$ cat config.mk
export PLATFORM = sky130hd
export DESIGN_NAME = retire_rat
export DESIGN_NICKNAME = d
export VERILOG_FILES = /design/src/rtl/retire_pkg.sv /design/src/rtl/free_reg_fifo.sv /design/src/rtl/retire_rat.sv
export SDC_FILE = /design/constraint.sdc
export NUM_CORES = 1
export LEC_CHECK = 0
export BUFFER_PORTS_ARGS = -buffer_cell sky130_fd_sc_hd__buf_2
export CAP_MARGIN = 5
export CELL_PAD_IN_SITES_DETAIL_PLACEMENT = 1
export CELL_PAD_IN_SITES_GLOBAL_PLACEMENT = 1
export CORE_MARGIN = 1
export CORE_UTILIZATION = 40
export CTS_BUF_LIST = sky130_fd_sc_hd__clkbuf_16
export DETAILED_ROUTE_END_ITERATION = 8
export GPL_TIMING_DRIVEN = 0
export PLACE_DENSITY_LB_ADDON = 0.2
export SLEW_MARGIN = 25
export SYNTH_ARGS = -nofsm -noshare
export SYNTH_HDL_FRONTEND = slang
export SYNTH_HIERARCHICAL = 1
export SYNTH_SLANG_ARGS = --single-unit
$ cat constraint.sdc
create_clock -name CLK -period 6 [get_ports CLK]
set_input_delay 0.3 -clock CLK [delete_from_list [all_inputs] [get_ports CLK]]
set_output_delay 0.3 -clock CLK [all_outputs]
set_load 0.02 [all_outputs]
$ cat src/rtl/retire_pkg.sv
// retire_pkg: shared widths, walk FSM encoding and free-FIFO default for the retirement RAT
`ifndef PROJ_NUM_ARCH_REGS
`define PROJ_NUM_ARCH_REGS 32
`endif
`ifndef PROJ_NUM_PHYS_REGS
`define PROJ_NUM_PHYS_REGS 64
`endif
`define RRAT_LOG_ARCH $clog2(`PROJ_NUM_ARCH_REGS)
`define RRAT_LOG_PHYS $clog2(`PROJ_NUM_PHYS_REGS)

package retire_pkg;
  localparam int DEF_LOG_ARCH = `RRAT_LOG_ARCH;
  localparam int DEF_LOG_PHYS = `RRAT_LOG_PHYS;
  localparam int DEF_FREE_DEPTH = 8;
  typedef enum logic {IDLE = 1'b0, WALK = 1'b1} walk_state_e;
endpackage

$ cat src/rtl/free_reg_fifo.sv
// free_reg_fifo: DEPTH-entry FIFO of displaced physical registers draining to the free list
module free_reg_fifo #(
  parameter int WIDTH = 6,
  parameter int DEPTH = 8
) (
  input  logic             CLK,
  input  logic             RESET,
  input  logic             i_push,
  input  logic [WIDTH-1:0] i_data,
  output logic             o_valid,
  output logic [WIDTH-1:0] o_data,
  input  logic             i_ready,
  output logic             o_full
);
  localparam int LOG_D = $clog2(DEPTH);
  logic [WIDTH-1:0] r_mem [DEPTH];
  logic [LOG_D-1:0] r_head, r_tail;
  logic [LOG_D:0]   r_count;
  logic             w_push, w_pop;
  assign o_valid = r_count != '0;
  assign o_full  = r_count == (LOG_D+1)'(DEPTH);
  assign o_data  = r_mem[r_head];
  assign w_push  = i_push & !o_full;
  assign w_pop   = o_valid & i_ready;
  // pointers wrap naturally since DEPTH is a power of two; push and pop may coincide
  always_ff @(posedge CLK or negedge RESET) begin
    if (!RESET) begin
      r_head  <= '0;
      r_tail  <= '0;
      r_count <= '0;
      for (int i = 0; i < DEPTH; i++) r_mem[i] <= '0;
    end else begin
      if (w_push) begin
        r_mem[r_tail] <= i_data;
        r_tail        <= r_tail + 1'b1;
      end
      if (w_pop) r_head <= r_head + 1'b1;
      r_count <= r_count + (LOG_D+1)'(w_push) - (LOG_D+1)'(w_pop);
    end
  end
endmodule

$ cat src/rtl/retire_rat.sv
// retire_rat: retirement RAT with free-register FIFO and recovery map walk (option: RRAT_ZERO_REG_EN hardwires arch 0)
module retire_rat
  import retire_pkg::*;
#(
  parameter int NUM_ARCH_REGS = `PROJ_NUM_ARCH_REGS,
  parameter int NUM_PHYS_REGS = `PROJ_NUM_PHYS_REGS,
  parameter int FREE_DEPTH    = DEF_FREE_DEPTH,
  localparam int LOG_ARCH     = $clog2(NUM_ARCH_REGS),
  localparam int LOG_PHYS     = $clog2(NUM_PHYS_REGS)
) (
  input  logic                CLK,
  input  logic                RESET,
  input  logic                Commit_valid_IN,
  input  logic [LOG_ARCH-1:0] Commit_arch_IN,
  input  logic [LOG_PHYS-1:0] Commit_phys_IN,
  output logic                Stall_OUT,
  output logic                Free_valid_OUT,
  output logic [LOG_PHYS-1:0] Free_reg_OUT,
  input  logic                Free_ready_IN,
  input  logic                Recover_IN,
  output logic                Recover_busy_OUT,
  output logic                Copy_valid_OUT,
  output logic [LOG_ARCH-1:0] Copy_arch_OUT,
  output logic [LOG_PHYS-1:0] Copy_phys_OUT
);
  logic [LOG_PHYS-1:0] r_map [NUM_ARCH_REGS];
  walk_state_e         r_state, w_next;
  logic [LOG_ARCH-1:0] r_idx;
  logic                w_full, w_accept, w_we, w_push, w_last;
  logic [LOG_PHYS-1:0] w_old, w_push_data;
  assign w_accept = Commit_valid_IN & !Stall_OUT;
  assign w_old    = r_map[Commit_arch_IN];
  assign w_last   = r_idx == LOG_ARCH'(NUM_ARCH_REGS - 1);
`ifdef RRAT_ZERO_REG_EN
  logic w_zero;
  assign w_zero      = Commit_arch_IN == '0;
  assign w_we        = w_accept & !w_zero;
  assign w_push      = w_accept & (w_zero | (w_old != Commit_phys_IN));
  assign w_push_data = w_zero ? Commit_phys_IN : w_old;
`else
  assign w_we        = w_accept;
  assign w_push      = w_accept & (w_old != Commit_phys_IN);
  assign w_push_data = w_old;
`endif
  // committed map: identity at reset, one accepted commit written per cycle
  always_ff @(posedge CLK or negedge RESET) begin
    if (!RESET) for (int i = 0; i < NUM_ARCH_REGS; i++) r_map[i] <= LOG_PHYS'(i);
    else if (w_we) r_map[Commit_arch_IN] <= Commit_phys_IN;
  end
  // walk state and index register
  always_ff @(posedge CLK or negedge RESET) begin
    if (!RESET) begin
      r_state <= IDLE;
      r_idx   <= '0;
    end else begin
      r_state <= w_next;
      r_idx   <= (r_state == WALK && !w_last) ? r_idx + 1'b1 : '0;
    end
  end
  // next state: start on Recover_IN, finish after the last architectural register
  always_comb begin
    w_next = r_state;
    if (r_state == IDLE) w_next = Recover_IN ? WALK : IDLE;
    else                 w_next = w_last ? IDLE : WALK;
  end
  // outputs from registered state only; copy bus is zero outside a walk
  always_comb begin
    Recover_busy_OUT = r_state == WALK;
    Copy_valid_OUT   = r_state == WALK;
    Copy_arch_OUT    = Copy_valid_OUT ? r_idx : '0;
    Copy_phys_OUT    = Copy_valid_OUT ? r_map[r_idx] : '0;
    Stall_OUT        = w_full | (r_state == WALK);
  end

  free_reg_fifo #(.WIDTH(LOG_PHYS), .DEPTH(FREE_DEPTH)) u_fifo (
    .CLK     (CLK),
    .RESET   (RESET),
    .i_push  (w_push),
    .i_data  (w_push_data),
    .o_valid (Free_valid_OUT),
    .o_data  (Free_reg_OUT),
    .i_ready (Free_ready_IN),
    .o_full  (w_full)
  );
endmodule

Word-level counts from Yosys, hierarchy flattened
Cells that the tools add are included.
{"block": "op_classes", "addsub": 5, "magnitude_cmp": 6, "eq_ne": 3, "n_mux": 21, "n_bitwise": 9, "n_reduce_logical": 7}
{"cell": "192-bit bitwise mux", "n": 1}
{"cell": "6-bit binary-select mux with 5-bit select", "n": 2}
{"cell": "6-bit 2-to-1 mux", "n": 9}
{"cell": "48-bit bitwise mux", "n": 1}
{"cell": "6-bit demux with 5-bit select", "n": 1}
{"cell": "6-bit binary-select mux with 3-bit select", "n": 1}
{"cell": "6-bit demux with 3-bit select", "n": 1}
{"cell": "6-bit greater-or-equal comparator, second input constant", "n": 2}
{"cell": "5-bit inverter with 6-bit output", "n": 2}
{"cell": "5-bit 2-to-1 mux", "n": 2}
{"cell": "4-bit greater-or-equal comparator, second input constant", "n": 2}
{"cell": "3-bit inverter with 4-bit output", "n": 2}
{"cell": "3-bit by 1-bit adder with 3-bit output, second input constant", "n": 2}
{"cell": "6-bit by 1-bit less-than comparator with 1-bit output, second input constant", "n": 1}
{"cell": "6-bit != test", "n": 1}
{"cell": "5-bit by 1-bit adder with 5-bit output, second input constant", "n": 1}
{"cell": "5-bit equality test, second input constant", "n": 1}
{"cell": "4-bit by 1-bit adder with 4-bit output", "n": 1}
{"cell": "1-bit bitwise AND", "n": 4}
{"cell": "4-bit equality test, second input constant", "n": 1}
{"cell": "4-bit by 1-bit less-than comparator with 1-bit output, second input constant", "n": 1}
{"cell": "4-bit nonzero test", "n": 1}
{"cell": "4-bit by 1-bit subtractor with 4-bit output", "n": 1}
{"cell": "1-bit logical AND", "n": 3}
{"cell": "other kinds (3)", "n": 7}
{"block": "totals", "ff_bits": 256, "in_bits": 16, "out_inout_bits": 21, "wordCells": 96}

Logic depth before layout (Yosys ltp)
Gate-level depths: netlist of the first run.
{"block": "logic_depth", "word_depth": 9, "ltp_mapped": 15, "depth_no_buf": 12}

Cells and area by module
Netlist of the first run, hierarchy kept.
{"module": "retire_rat", "n_inst": 1, "cells_each": 812, "area_per_inst_um2": 10925.5, "seq_area_each_um2": 5054.8}
{"module": "free_reg_fifo", "n_inst": 1, "cells_each": 176, "area_per_inst_um2": 2860.2, "seq_area_each_um2": 1451.4}

Worst setup path before layout of the first run
Ideal clock, no wire load.
{"block": "synth_path", "path_kind": "in2reg", "start": "input port Commit_arch_IN[0]", "end": "register u_fifo/r_mem[36] (netlist name)", "setup_time_ps": 125, "t_arrival_ps": 3366, "required_time_ps": 5875, "slack_ps": 2508, "stages": 14, "n_path_buf": 5, "cell_sequence": "buf_6 buf_6 buf_2 buf_2 mux2i_1 o22ai_1 nor4_1 nand2_1 xnor2_1 a41oi_1 nand2_1 or4_1 buf_4 mux2_4"}
{"block": "synth_via", "elab_chain_cells": 7, "word_cells_on_any_way": 8, "classes_between": "eq/ne (1); mux (4); bitwise (3)"}
{"item": "start, declared", "line_no": "retire_rat.sv:14", "source": "input logic [LOG_ARCH-1:0] Commit_arch_IN,"}
{"item": "5-bit inverter with 6-bit output (not written as such)", "line_no": "retire_rat.sv:32", "source": "assign w_old = r_map[Commit_arch_IN];"}
{"item": "6-bit binary-select mux with 5-bit select", "line_no": "retire_rat.sv:32"}
{"item": "6-bit 2-to-1 mux (not written as such) (2 in series)", "line_no": "retire_rat.sv:32"}
{"item": "net w_old[4]", "line_no": "retire_rat.sv:30", "source": "logic [LOG_PHYS-1:0] w_old, w_push_data;"}
{"item": "6-bit != test", "line_no": "retire_rat.sv:42", "source": "assign w_push = w_accept & (w_old != Commit_phys_IN);"}
{"item": "1-bit bitwise AND", "line_no": "retire_rat.sv:42"}
{"item": "net w_push", "line_no": "retire_rat.sv:29", "source": "logic w_full, w_accept, w_we, w_push, w_last;"}
{"item": "1-bit bitwise AND", "line_no": "free_reg_fifo.sv:23", "source": "assign w_push = i_push & !o_full;"}
{"item": "end signal, assigned by index", "line_no": "free_reg_fifo.sv:34", "source": "r_mem[r_tail] <= i_data;"}
{"item": "end, declared", "line_no": "free_reg_fifo.sv:16", "source": "logic [WIDTH-1:0] r_mem [DEPTH];"}
The timed path passes the listed nets, and every way through them passes these cells. The select of a mux whose other input is x is not followed.
A chain may end at the register's enable or synchronous reset.

Worst setup path after layout of the first run
{"block": "layout_path", "start": "input port Commit_arch_IN[0]", "end": "register u_fifo/r_mem[39] (netlist name)"}
The elaborated chain is that of the path after synthesis.

==> results.md, run 1 <==
- Synth unique cells: 51
- Setup-failing EPs final: 0
- Yosys warnings: 6
- Post-synth EDFFs: 0
- Die footprint: 35200 µm²
- DRC: 0
- Non-Filler Instances: 1531
- Period utilisation layout: 76.2%
- CTS tree: done
- Ys flop type: dfrtp_1
- GRT Total Usage: 26.0%
- Grt ovf: 0
- Max-cap violations: 0
- Crit path DAT: 5.02 ns
- CP top delay family: simple AND/OR/NAND/NOR gates
- Placed cell count: 1472
- Fin Clk Skew: 0.0175 ns
- RSZ-0062 raised after global routing: false
- Placed cell areas: 14600 µm²
- Cells after synthesis: 988
- Part of the power in registers: 39.8%
- Critical Path End Type: flip-flop
- I/O pin count: 37
- Largest net degree at the start of global routing: 87
- First-pass GRT wire length: 66700 µm
- Slew Limit Fails: 0
- Critical path fanouts, max: 10
- Fraction of registers with async set/reset: 100%
- DRT Pass-1 Iters: 5
- # fillers: 3421
- Clock share of power: 37.2%
- Syn nets: 1015
- Comb power frac: 23.1%
- Outcome: finished, final reports clean
- P&R area growth vs syn: 13.2%
- Die Y: 188 µm
- Initial DRC count: 706
- FMAX: 0.219 GHz
- Cell Area, Synth: 13800 µm²
- Int Power: 3.38 mW
- Slew margin rel.: 27.0%
- Area of the core: 33700 µm²
- Crit path time final: 4.57 ns
- Vias: 9224
- Post-CTS Setup Bufs: 0
- Clock sinks: 256
- Worst path max stage delay: 0.58 ns
- Leak: 6.91 nW
- Peak VDD IR: 0.000327 V
- NetSw: 1.53 mW
- Total wire length: 44700 µm
- Commonest non-fill, non-tap cell in the layout: mux2_2
- Worst-Skew Late Latency: 0.57 ns
- Hold WC Path Type: in -> reg
- Worst Setup Path Type: in -> reg
- Initial antenna violation count: 1
- GP Congestion: 0.909
- Share of cells above drive strength 1: 45.7%
- Register area share after synthesis: 47.2%
- Startpoint types: input port
- Synth Register Bits: 256
- Routed Antenna Nets: 0
- Wirelength per Cell: 29.2 µm
- Clock-pin slew on the worst setup and hold paths: 0.06 ns
- FP Rows: 67
- Fraction of power spent switching nets: 31.1%
- CP cell instances: buf_6 > buf_6 > buf_2 > buf_2 > mux2i_1 > o22ai_1 > nor4_1 > nand2_1 > xnor2_1 > a41oi_1 > nand2_1 > or4_1 > buf_4 > mux2_4
- Syn avg cell area: 14.0 µm²
- Buf+Inv Stages, Crit Path: 5
- Fin area: 15600 µm²
- Die X: 188 µm
- Commonest non-fill, non-tap cells in the layout: mux2_2, dfrtp_1, mux2i_1
- Nets: 1085
- Pwr Density: 315 nW/µm²
- Worst slack at placement: 0.911 ns
- Maximum root-to-sink buffer count: 3
- Initial Utilization: 40.9%
- Number of H-tree levels: 1
- Vias in the first global route: 9785
- Worst Max-Slew Pin Slew: 1.09 ns
- Number of port buffers: 33
- CTS buffer count: 30
- CTS root buf: clkbuf_16
- Crit-path slowest cell: nor4_1
- Number of vias per cell: 6.02
- Fin. Hold Viols: 0
- Setup slack after layout: 1.43 ns
- Req. time, crit path: 6.45 ns
- Detailed placer's ending HPWL: 32000 µm
[stage by stage]
stage / setup TNS (ns) / hold WS (ns) / util, % / power, mW
6_report: 0 / 0.0383 / 46.3 / 4.91
5_1_grt: 0 / 0.0467 / 46.3 / 5.10
4_1_cts: 0 / 0.0129 / 46.3 / 4.95
3_5_place_dp: 0 / 0.129 / 43.3 / 3.11
3_3_place_gp: -25.83 / 0.471 / 43.1 / 3.08
2_1_floorplan: 0 / 0.00441 / - / 2.70
[layout make-up]
type	instances	area, µm²	area share [%]
clock buffer	30	751	4.81
timing repair buffer	38	278	1.78
multi-input combinational	650	6890	44.1
clock inverter	26	226	1.45
sequential	256	6510	41.7
tap	448	561	3.59
buffer	68	338	2.17
antenna	1	2.50	0.0160
inverter	14	55.1	0.353
[power by group through the flow]
stage	Clock, mW	Combinational (mW)	Sequential, mW
finish	1.83	1.13	1.95
global route	1.92	1.22	1.97
CTS	1.86	1.14	1.95
detailed placement	0	1.13	1.98
global placement	0	1.10	1.98
floorplan	0	0.755	1.94
[Yosys cell counts, types with 15 or more instances]
| master | instances | area [µm²] |
|---|---|---|
| mux2_2 | 192 | 2160 |
| dfrtp_1 | 176 | 4400 |
| mux2i_1 | 88 | 881 |
| dfstp_2 | 80 | 2100 |
| mux4_2 | 80 | 1800 |
| nand2_1 | 52 | 195 |
| o22ai_1 | 40 | 250 |
| clkbuf_1 | 37 | 139 |
| o21ai_0 | 33 | 165 |
| mux2_4 | 24 | 360 |
| nor2_1 | 23 | 86.3 |
| buf_2 | 15 | 75.1 |
[cell families after synthesis]
group,synth area share [%]
muxes,37.8
DFF,47.2
and+or+nand+nor,6.96
AOI/OAI and AO/OA,3.55
buffers and inverters,2.85
adders and majority gates,1.05
xor gates and xnor gates,0.635
[what timing repair did]
item | in CTS | in global routing
endpoints found under the setup margin | 0 | 0
resized for setup | 0 | 0
hold buffers | 2 | 0
endpoints found under the hold margin | 83 | 0
[sequential cells by signal, summed over array words and instances (netlist names)]
name / cells
Copy_valid_OUT: 1
r_idx: 5
r_map: 192
u_fifo/r_count: 4
u_fifo/r_head: 3
u_fifo/r_mem: 48
u_fifo/r_tail: 3
[tightest hold or removal path, stage by stage]
cell     delay, ns
buf_2         0.11
nand3_1       0.09
xnor2_1       0.06
[worst paths after layout]
kind	cells past startpoint	startpoint	slack [ns]	end
worst max-delay path	14	Commit_arch_IN[0]	1.43	u_fifo/r_mem[39]$_DFFE_PN0P_
worst min register to register	2	r_map[48]$_DFFE_PN1P_	0.49	r_map[48]$_DFFE_PN1P_
max in group asynchronous	4	RESET	4.68	r_map[129]$_DFFE_PN1P_
worst min-delay path	3	Free_ready_IN	0.04	u_fifo/r_head[2]$_DFFE_PN0P_
worst max register to register	10	r_map[133]$_DFFE_PN0P_	2.03	u_fifo/r_count[2]$_DFF_PN0_
min in group asynchronous	2	RESET	0.14	u_fifo/r_mem[44]$_DFFE_PN0P_
[per-layer routing]
metal | global-route usage, % | wire length [µm] | vias to the layer above
li1 | - | - | 3902
met1 | 36.4 | 19900 | 4973
met2 | 41.5 | 21000 | 273
met3 | 4.70 | 2660 | 74
met4 | 6.91 | 1200 | 2
met5 | 0 | 8 | -
No activity file was read; power rests on OpenSTA's default activity.
==> run 2: changes to the inputs <==
- ABC_AREA: not set -> 1
- clock period: 6 -> 4.2 ns (I/O delays scaled with it)
==> results.md, run 2 <==
- Fin. Hold Viols: 0 (unchanged)
- Failing checks: DRC
- Fin Clk Skew: 0.0113 ns (was 0.0175 ns)
- Grt ovf: 0 (unchanged)
- Ys flop type: dfrtp_1 (unchanged)
- Vias: 15100 (was 9224)
- Placed cell count: 2509 (was 1472)
- CTS tree: done (unchanged)
- Largest cells by area after synthesis: dfrtp_1, nand2_1, dfstp_2 (was dfrtp_1, mux2_2, dfstp_2)
- Startpoint types: flip-flop (was input port)
- Period utilisation layout: 93.0%
- GP Congestion: 1.02 (was 0.909)
- Commonest non-fill, non-tap cell in the layout: nand2_1 (was mux2_2)
- CP Launch Point: r_idx[1]$_DFF_PN0_ (was Commit_arch_IN[0])
- Fraction of registers with async set/reset: 100% (unchanged)
- Number of H-tree levels: 1 (unchanged)
- Worst-Skew Late Latency: 0.58 ns (was 0.57 ns)
- Post-CTS Setup Bufs: 0 (unchanged)
- Number of port buffers: 31 (was 33)
- Initial DRC count: 1705 (was 706)
- GRT Total Usage: 35.9% (was 26.0%)
- Hold path startpoint: Free_ready_IN (unchanged)
- Total power: 9.09 mW (was 4.91 mW)
- Routed Antenna Nets: 0 (unchanged)
- CP cell instances: buf_2 > clkinv_1 > buf_1 > o21ai_0 > o221ai_1 > nand3_1 > a21oi_1 > a21o_1 > buf_2 (was buf_6 > buf_6 > buf_2 > buf_2 > mux2i_1 > o22ai_1 > nor4_1 > nand2_1 > xnor2_1 > a41oi_1 > nand2_1 > or4_1 > buf_4 > mux2_4)
- Number of vias per cell: 5.87 (was 6.02)
- Buf+Inv Stages, Crit Path: 4 (was 5)
- Syn nets: 2042 (was 1015)
- Post-synthesis simple-gate area fraction: 30.0% (was 6.96%)
- Most frequent CP cell: buf_2
- Critical Path End Type: output port (was flip-flop)
- Post-synthesis compound-gate area fraction: 15.8% (was 3.55%)
- Worst Setup Path Type: reg -> out (was in -> reg)
- Leak: 7.48 nW (was 6.91 nW)
- Synth unique cells: 38 (was 51)
- Non-Filler Instances: 2566 (was 1531)
- Worst Max-Slew Pin Slew: 1.16 ns (was 1.09 ns)
- Cell taking the most area after synthesis: dfrtp_1 (unchanged)
- Die Y: 193 µm (was 188 µm)
- Crit path DAT: 3.69 ns (was 5.02 ns)
- Syn avg cell area: 7.24 µm² (was 14.0 µm²)
- Req. time, crit path: 3.99 ns (was 6.45 ns)
- Yosys warnings: 6 (unchanged)
- CP top delay family: buffers and inverters (was simple AND/OR/NAND/NOR gates)
- P&R area growth vs syn: 12.2% (was 13.2%)
- Pwr Density: 556 nW/µm² (was 315 nW/µm²)
- Maximum root-to-sink buffer count: 3 (unchanged)
- Vias in the first global route: 15100 (was 9785)
- Slew margin rel.: 23.0% (was 27.0%)
- CTS buffer count: 30 (unchanged)
- Critical path fanouts, max: 10 (unchanged)
- Worst R2R Start: u_fifo/r_count[2]$_DFF_PN0_ (was r_map[133]$_DFFE_PN0P_)
- Multi-input logic area: 6890 µm² (about the same)
- Cells after synthesis: 2015 (was 988)
- Commonest non-fill, non-tap cells in the layout: nand2_1, o21ai_0, dfrtp_1 (was mux2_2, dfrtp_1, mux2i_1)
- Initial Utilization: 40.8% (was 40.9%)
- Total wire length: 65100 µm (was 44700 µm)
- RSZ-0062 raised after global routing: false (unchanged)
- Outcome: finished, violations left (was finished, final reports clean)
- DRC: 3 (was 0)
- Max-cap violations: 0 (unchanged)
- Clock sinks: 256 (unchanged)
- FP Rows: 69 (was 67)
- # fillers: 4562 (was 3421)
- Post-Synth XOR/XNOR Area: 0.360% (was 0.635%)
- Setup-failing EPs final: 0 (unchanged)
- Clock-pin slew on the worst setup and hold paths: 0.06 ns (about the same)
- Die footprint: 37200 µm² (was 35200 µm²)
- Largest net degree at the start of global routing: 92 (was 87)
- Share of cells above drive strength 1: 12.4% (was 45.7%)
- I/O pin count: 37 (unchanged)
- Largest family of logic cells by synthesized area: simple AND/OR/NAND/NOR gates (was multiplexers)
- Yosys top cell area share: 30.2% (was 31.9%)
- # diodes: 0 (was 1)
- Post-synthesis mux area share: 0% (was 37.8%)
- First-pass GRT wire length: 97200 µm (was 66700 µm)
- Nets: 2109 (was 1085)
- Setup TNS: 0 ns (unchanged)
- Fin area: 16400 µm² (was 15600 µm²)
- Sequential cell area: 6510 µm² (unchanged)
- Area share of fa/ha/maj cells after synthesis: 0.995% (was 1.05%)
- CTS root buf: clkbuf_16 (unchanged)
- Crit-path slowest cell: buf_1 (was nor4_1)
- Most flops, register: r_map (unchanged)
- Most frequent cell after synthesis: nand2_1 (was mux2_2)
- Peak VDD IR: 0.000443 V (was 0.000327 V)
- Area of the core: 35700 µm² (was 33700 µm²)
- Post-synth EDFFs: 0 (unchanged)
- FMAX: 0.256 GHz
- Worst path max stage delay: 0.80 ns (was 0.58 ns)
- Placed cell areas: 15400 µm² (was 14600 µm²)
- Initial antenna violation count: 0 (was 1)
- Detailed placer's ending HPWL: 45800 µm (was 32000 µm)
- Synth Register Bits: 256 (unchanged)
- Largest regs: r_map x192, u_fifo/r_mem x48, r_idx x5 (unchanged)
- Hold WC Path Type: in -> reg (unchanged)
- Cell Area, Synth: 14600 µm² (was 13800 µm²)
- Max FFs per register: 192 (unchanged)
- Crit path time final: 3.90 ns
- Die X: 193 µm (was 188 µm)
- DRT Pass-1 Iters: 7 (was 5)
- Slew Limit Fails: 0 (unchanged)
- Wirelength per Cell: 25.4 µm (was 29.2 µm)
- Most frequent cells after synthesis: nand2_1, o21ai_0, dfrtp_1 (was mux2_2, dfrtp_1, mux2i_1)
- Register area share after synthesis: 44.6% (was 47.2%)
==> run 2: cell types whose count changed after synthesis, moves of 39 or more <==
cell,delta
a21oi_1,+49
clkbuf_1,+39
inv_1,+108
mux2_2,-192
mux2i_1,-88
mux4_2,-80
nand2_1,+725
nand3_1,+69
nand4_1,+56
nor2_1,+54
o21ai_0,+225
o21ai_1,+79
==> run 2: through the flow <==
step,setup slack [ns],hold slack (ns),util [%]
2_1_floorplan,1.76,-0.0856,-
3_3_place_gp,-1.80,0.426,42.9
3_5_place_dp,0.718,0.240,43.0
4_1_cts,0.515,0.0559,45.8
5_1_grt,0.322,0.0687,45.8
6_report,0.295,0.0729,45.8
==> run 2: logic make-up (layout without fill, tap and decap cells) <==
family                     after synthesis  count (layout)
xor gates and xnor gates                 6               6
DFF                                    256             256
AOI/OAI and AO/OA                      436             436
adders and majority gates               11              11
buffers and inverters                  279             369
and+or+nand+nor                       1027            1027
==> run 2: final timing paths <==
path                                                end  slack (ns)  depth (start not counted)
max in group asynchronous        r_map[135]$_DFFE_PN1P_        3.07                          3
max reg2reg                      r_map[170]$_DFFE_PN0P_        0.90                         13
max                                    Copy_phys_OUT[3]        0.30                          9
min                        u_fifo/r_head[0]$_DFFE_PN0P_        0.07                          3
min in group asynchronous         r_map[66]$_DFFE_PN0P_        0.20                          2
min reg2reg                 u_fifo/r_mem[4]$_DFFE_PN0P_        0.47                          2
==> run 2: cell type report <==
class	instances	share of cell area, %
Timing Repair Buffer	35	1.47
Sequential cell	256	39.8
Buffer	147	4.24
Clock inverter	24	1.11
Tap cell	461	3.53
Inverter	132	3.06
Clock buffer	31	4.74
Multi-Input combinational cell	1480	42.1
==> run 2: layer usage <==
layer,part of all wire [%],GRT usage [%]
met3,9.3,7.22
met1,42,48.4
met2,44,54.9
met4,5.1,17.8
met5,0,0
==> run 2: power by group <==
part	leakage [nW]	switching, mW	total [mW]	internal [mW]
registers	3.24	0.154	2.80	2.65
clock network	0.499	1.07	2.58	1.50
logic	3.74	2.75	3.71	0.964
==> run 2: what timing repair did <==
action	in CTS	in global routing
resized for setup	0	0
hold buffers	2	0
endpoints found under the hold margin	76	0
==> run 2: tightest hold or removal path: stages <==
cell	delay (ns)
buf_2	0.10
nand2_1	0.20
xor2_1	0.10
==> run 3: changes to the inputs <==
- CORE_ASPECT_RATIO: not set -> 1.2
- CTS_CLUSTER_SIZE: not set -> 40
==> results.md, run 3 (synthesis results as in run 2) <==
- Outcome: finished, final reports clean (was finished, violations left)
- Routed Antenna Nets: 0 (unchanged)
- CTS tree: done (unchanged)
- Vias in the first global route: 15500 (was 15100)
- First-pass GRT wire length: 99800 µm (was 97200 µm)
- Clock sinks: 256 (unchanged)
- Commonest non-fill, non-tap cell in the layout: nand2_1 (unchanged)
- Maximum root-to-sink buffer count: 3 (unchanged)
- CP cell instances: buf_2 > clkinv_1 > clkbuf_1 > a21oi_1 > o21ai_0 > nand3_1 > o211ai_1 > nand2_1 > a21o_1 > buf_2 (was buf_2 > clkinv_1 > buf_1 > o21ai_0 > o221ai_1 > nand3_1 > a21oi_1 > a21o_1 > buf_2)
- GRT met3 Usage: 5.87% (was 7.22%)
- Worst path max stage delay: 0.61 ns (was 0.80 ns)
- Max-cap violations: 0 (unchanged)
- GP Congestion: 1.03 (was 1.02)
- Pwr Density: 563 nW/µm² (was 556 nW/µm²)
- Startpoint types: flip-flop (unchanged)
- Number of port buffers: 31 (unchanged)
- Setup TNS: 0 ns (unchanged)
- Multi-input logic area: 6890 µm² (unchanged)
- Die Y: 211 µm (was 193 µm)
- Share of cells above drive strength 1: 12.5% (was 12.4%)
- CTS root buf: clkbuf_16 (unchanged)
- Critical Path End Type: output port (unchanged)
- Number of vias per cell: 5.87 (about the same)
- Nets: 2108 (was 2109)
- Period utilisation layout: 88.5% (was 93.0%)
- Initial Utilization: 40.6% (was 40.8%)
- Grt met2 use: 63.1% (was 54.9%)
- Slew margin rel.: 27.0% (was 23.0%)
- Max FFs per register: 192 (unchanged)
- Crit path DAT: 3.51 ns (was 3.69 ns)
- Vias: 15100 (about the same)
- Number of H-tree levels: 1 (unchanged)
- GRT Total Usage: 37.1% (was 35.9%)
- Met1 Resource Use GR: 43.1% (was 48.4%)
- Largest net degree at the start of global routing: 91 (was 92)
- Buf+Inv Stages, Crit Path: 4 (unchanged)
- Fin. Hold Viols: 0 (unchanged)
- Die X: 176 µm (was 193 µm)
- Leak: 7.47 nW (was 7.48 nW)
- Critical path fanouts, max: 11 (was 10)
- Fin Clk Skew: 0.0281 ns (was 0.0113 ns)
- DRT Pass-1 Iters: 5 (was 7)
- Sequential cell area: 6510 µm² (unchanged)
- Worst-Skew Late Latency: 0.59 ns (was 0.58 ns)
- Post-CTS Setup Bufs: 0 (unchanged)
- P&R area growth vs syn: 12.4% (was 12.2%)
- Detailed placer's ending HPWL: 48600 µm (was 45800 µm)
- Peak VDD IR: 0.000334 V (was 0.000443 V)
- Worst Setup Path Type: reg -> out (unchanged)
- Setup-failing EPs final: 0 (unchanged)
- # fillers: 4557 (was 4562)
- I/O pin count: 37 (unchanged)
- Slew Limit Fails: 0 (unchanged)
- Most flops, register: r_map (unchanged)
- Worst slack at placement: 0.727 ns (was 0.718 ns)
- Area of the core: 35900 µm² (was 35700 µm²)
- Wirelength per Cell: 26.3 µm (was 25.4 µm)
- CTS buffer count: 28 (was 30)
- Clock-pin slew on the worst setup and hold paths: 0.06 ns (about the same)
- Crit-path slowest cell: clkbuf_1 (was buf_1)
- Hold WC Path Type: in -> reg (unchanged)
- Worst Max-Slew Pin Slew: 1.10 ns (was 1.16 ns)
- Most frequent CP cell: buf_2 (unchanged)
- FP Rows: 76 (was 69)
- Req. time, crit path: 3.99 ns (about the same)
- Die footprint: 37200 µm² (about the same)
- R2r setup slk: 0.83 ns (was 0.90 ns)
- RSZ-0062 raised after global routing: false (unchanged)
- Initial antenna violation count: 0 (unchanged)
- Setup slack after layout: 0.484 ns (was 0.295 ns)
- Total wire length: 67700 µm (was 65100 µm)
- CTS-repair resized insts: 0 (unchanged)
- Initial DRC count: 1502 (was 1705)
- CTS Hold Bufs: 2 (unchanged)
- Grt ovf: 0 (unchanged)
- Largest regs: r_map x192, u_fifo/r_mem x48, r_idx x5 (unchanged)
- DRC: 0 (was 3)
- Crit path time final: 3.72 ns (was 3.90 ns)
- CP top delay family: buffers and inverters (unchanged)
- FMAX: 0.269 GHz (was 0.256 GHz)
- GR peak layer: met2 (unchanged)
- Commonest non-fill, non-tap cells in the layout: nand2_1, o21ai_0, dfrtp_1 (unchanged)
[run 3: cell count changes in the layout (fill, tap and decap cells not counted), sizes merged]
| cell | before | now |
|---|---|---|
| clkinv | 15 | 12 |
| diode | 0 | 1 |
| clkinvlp | 1 | 2 |
| clkbuf | 113 | 111 |
| bufinv | 3 | 5 |
| buf | 98 | 99 |
| inv | 137 | 136 |
[run 3: worst min-delay path: stages]
cell,delay (ns)
buf_2,0.10
nand2_1,0.13
o21ai_0,0.09
[run 3: cell type report]
type,instances,share of cell area (%)
multi-input cells,1480,42.0
flip-flops and latches,256,39.7
clock buffers,29,4.43
plain buffers,147,4.24
well taps,468,3.57
inverters,132,3.05
repair buffers,36,1.53
clock inverters,23,1.47
diodes,1,0.0153
[run 3: per-stage QoR]
stage	power [mW]	area [µm²]	util (%)	hold WS, ns	instances
floorplan	4.93	14600	-	-0.0856	2015
global placement	6.37	15300	42.6	0.450	2514
detailed placement	6.46	15400	42.9	0.254	2517
CTS	9.13	16400	45.6	0.00173	2571
global route	9.53	16400	45.6	0.0470	2571
finish	9.22	16400	45.6	0.00271	2572
[run 3: final timing paths]
check,depth (start not counted),startpoint,endpoint
min reg2reg,2,u_fifo/r_mem[33]$_DFFE_PN0P_,u_fifo/r_mem[33]$_DFFE_PN0P_
min,3,Free_ready_IN,u_fifo/r_head[2]$_DFFE_PN0P_
min in group asynchronous,2,RESET,u_fifo/r_mem[32]$_DFFE_PN0P_
max in group asynchronous,3,RESET,r_map[2]$_DFFE_PN1P_
max reg2reg,12,u_fifo/r_count[2]$_DFF_PN0_,r_map[162]$_DFFE_PN0P_
max,10,r_idx[1]$_DFF_PN0_,Copy_phys_OUT[1]
[run 3: metal layers]
layer  up-vias  wire [µm]  share of wire [%]
met4         0       4960                7.3
met5         -          0                  0
met1      7363      25200                 37
met3       265       5100                7.5
met2       787      32500                 48
li1       6687          -                  -
[run 3: power breakdown]
| group | internal (mW) | switching, mW |
|---|---|---|
| clock | 1.55 | 1.12 |
| combinational | 0.965 | 2.77 |
| sequential | 2.65 | 0.168 |
| total | 5.17 | 4.05 |
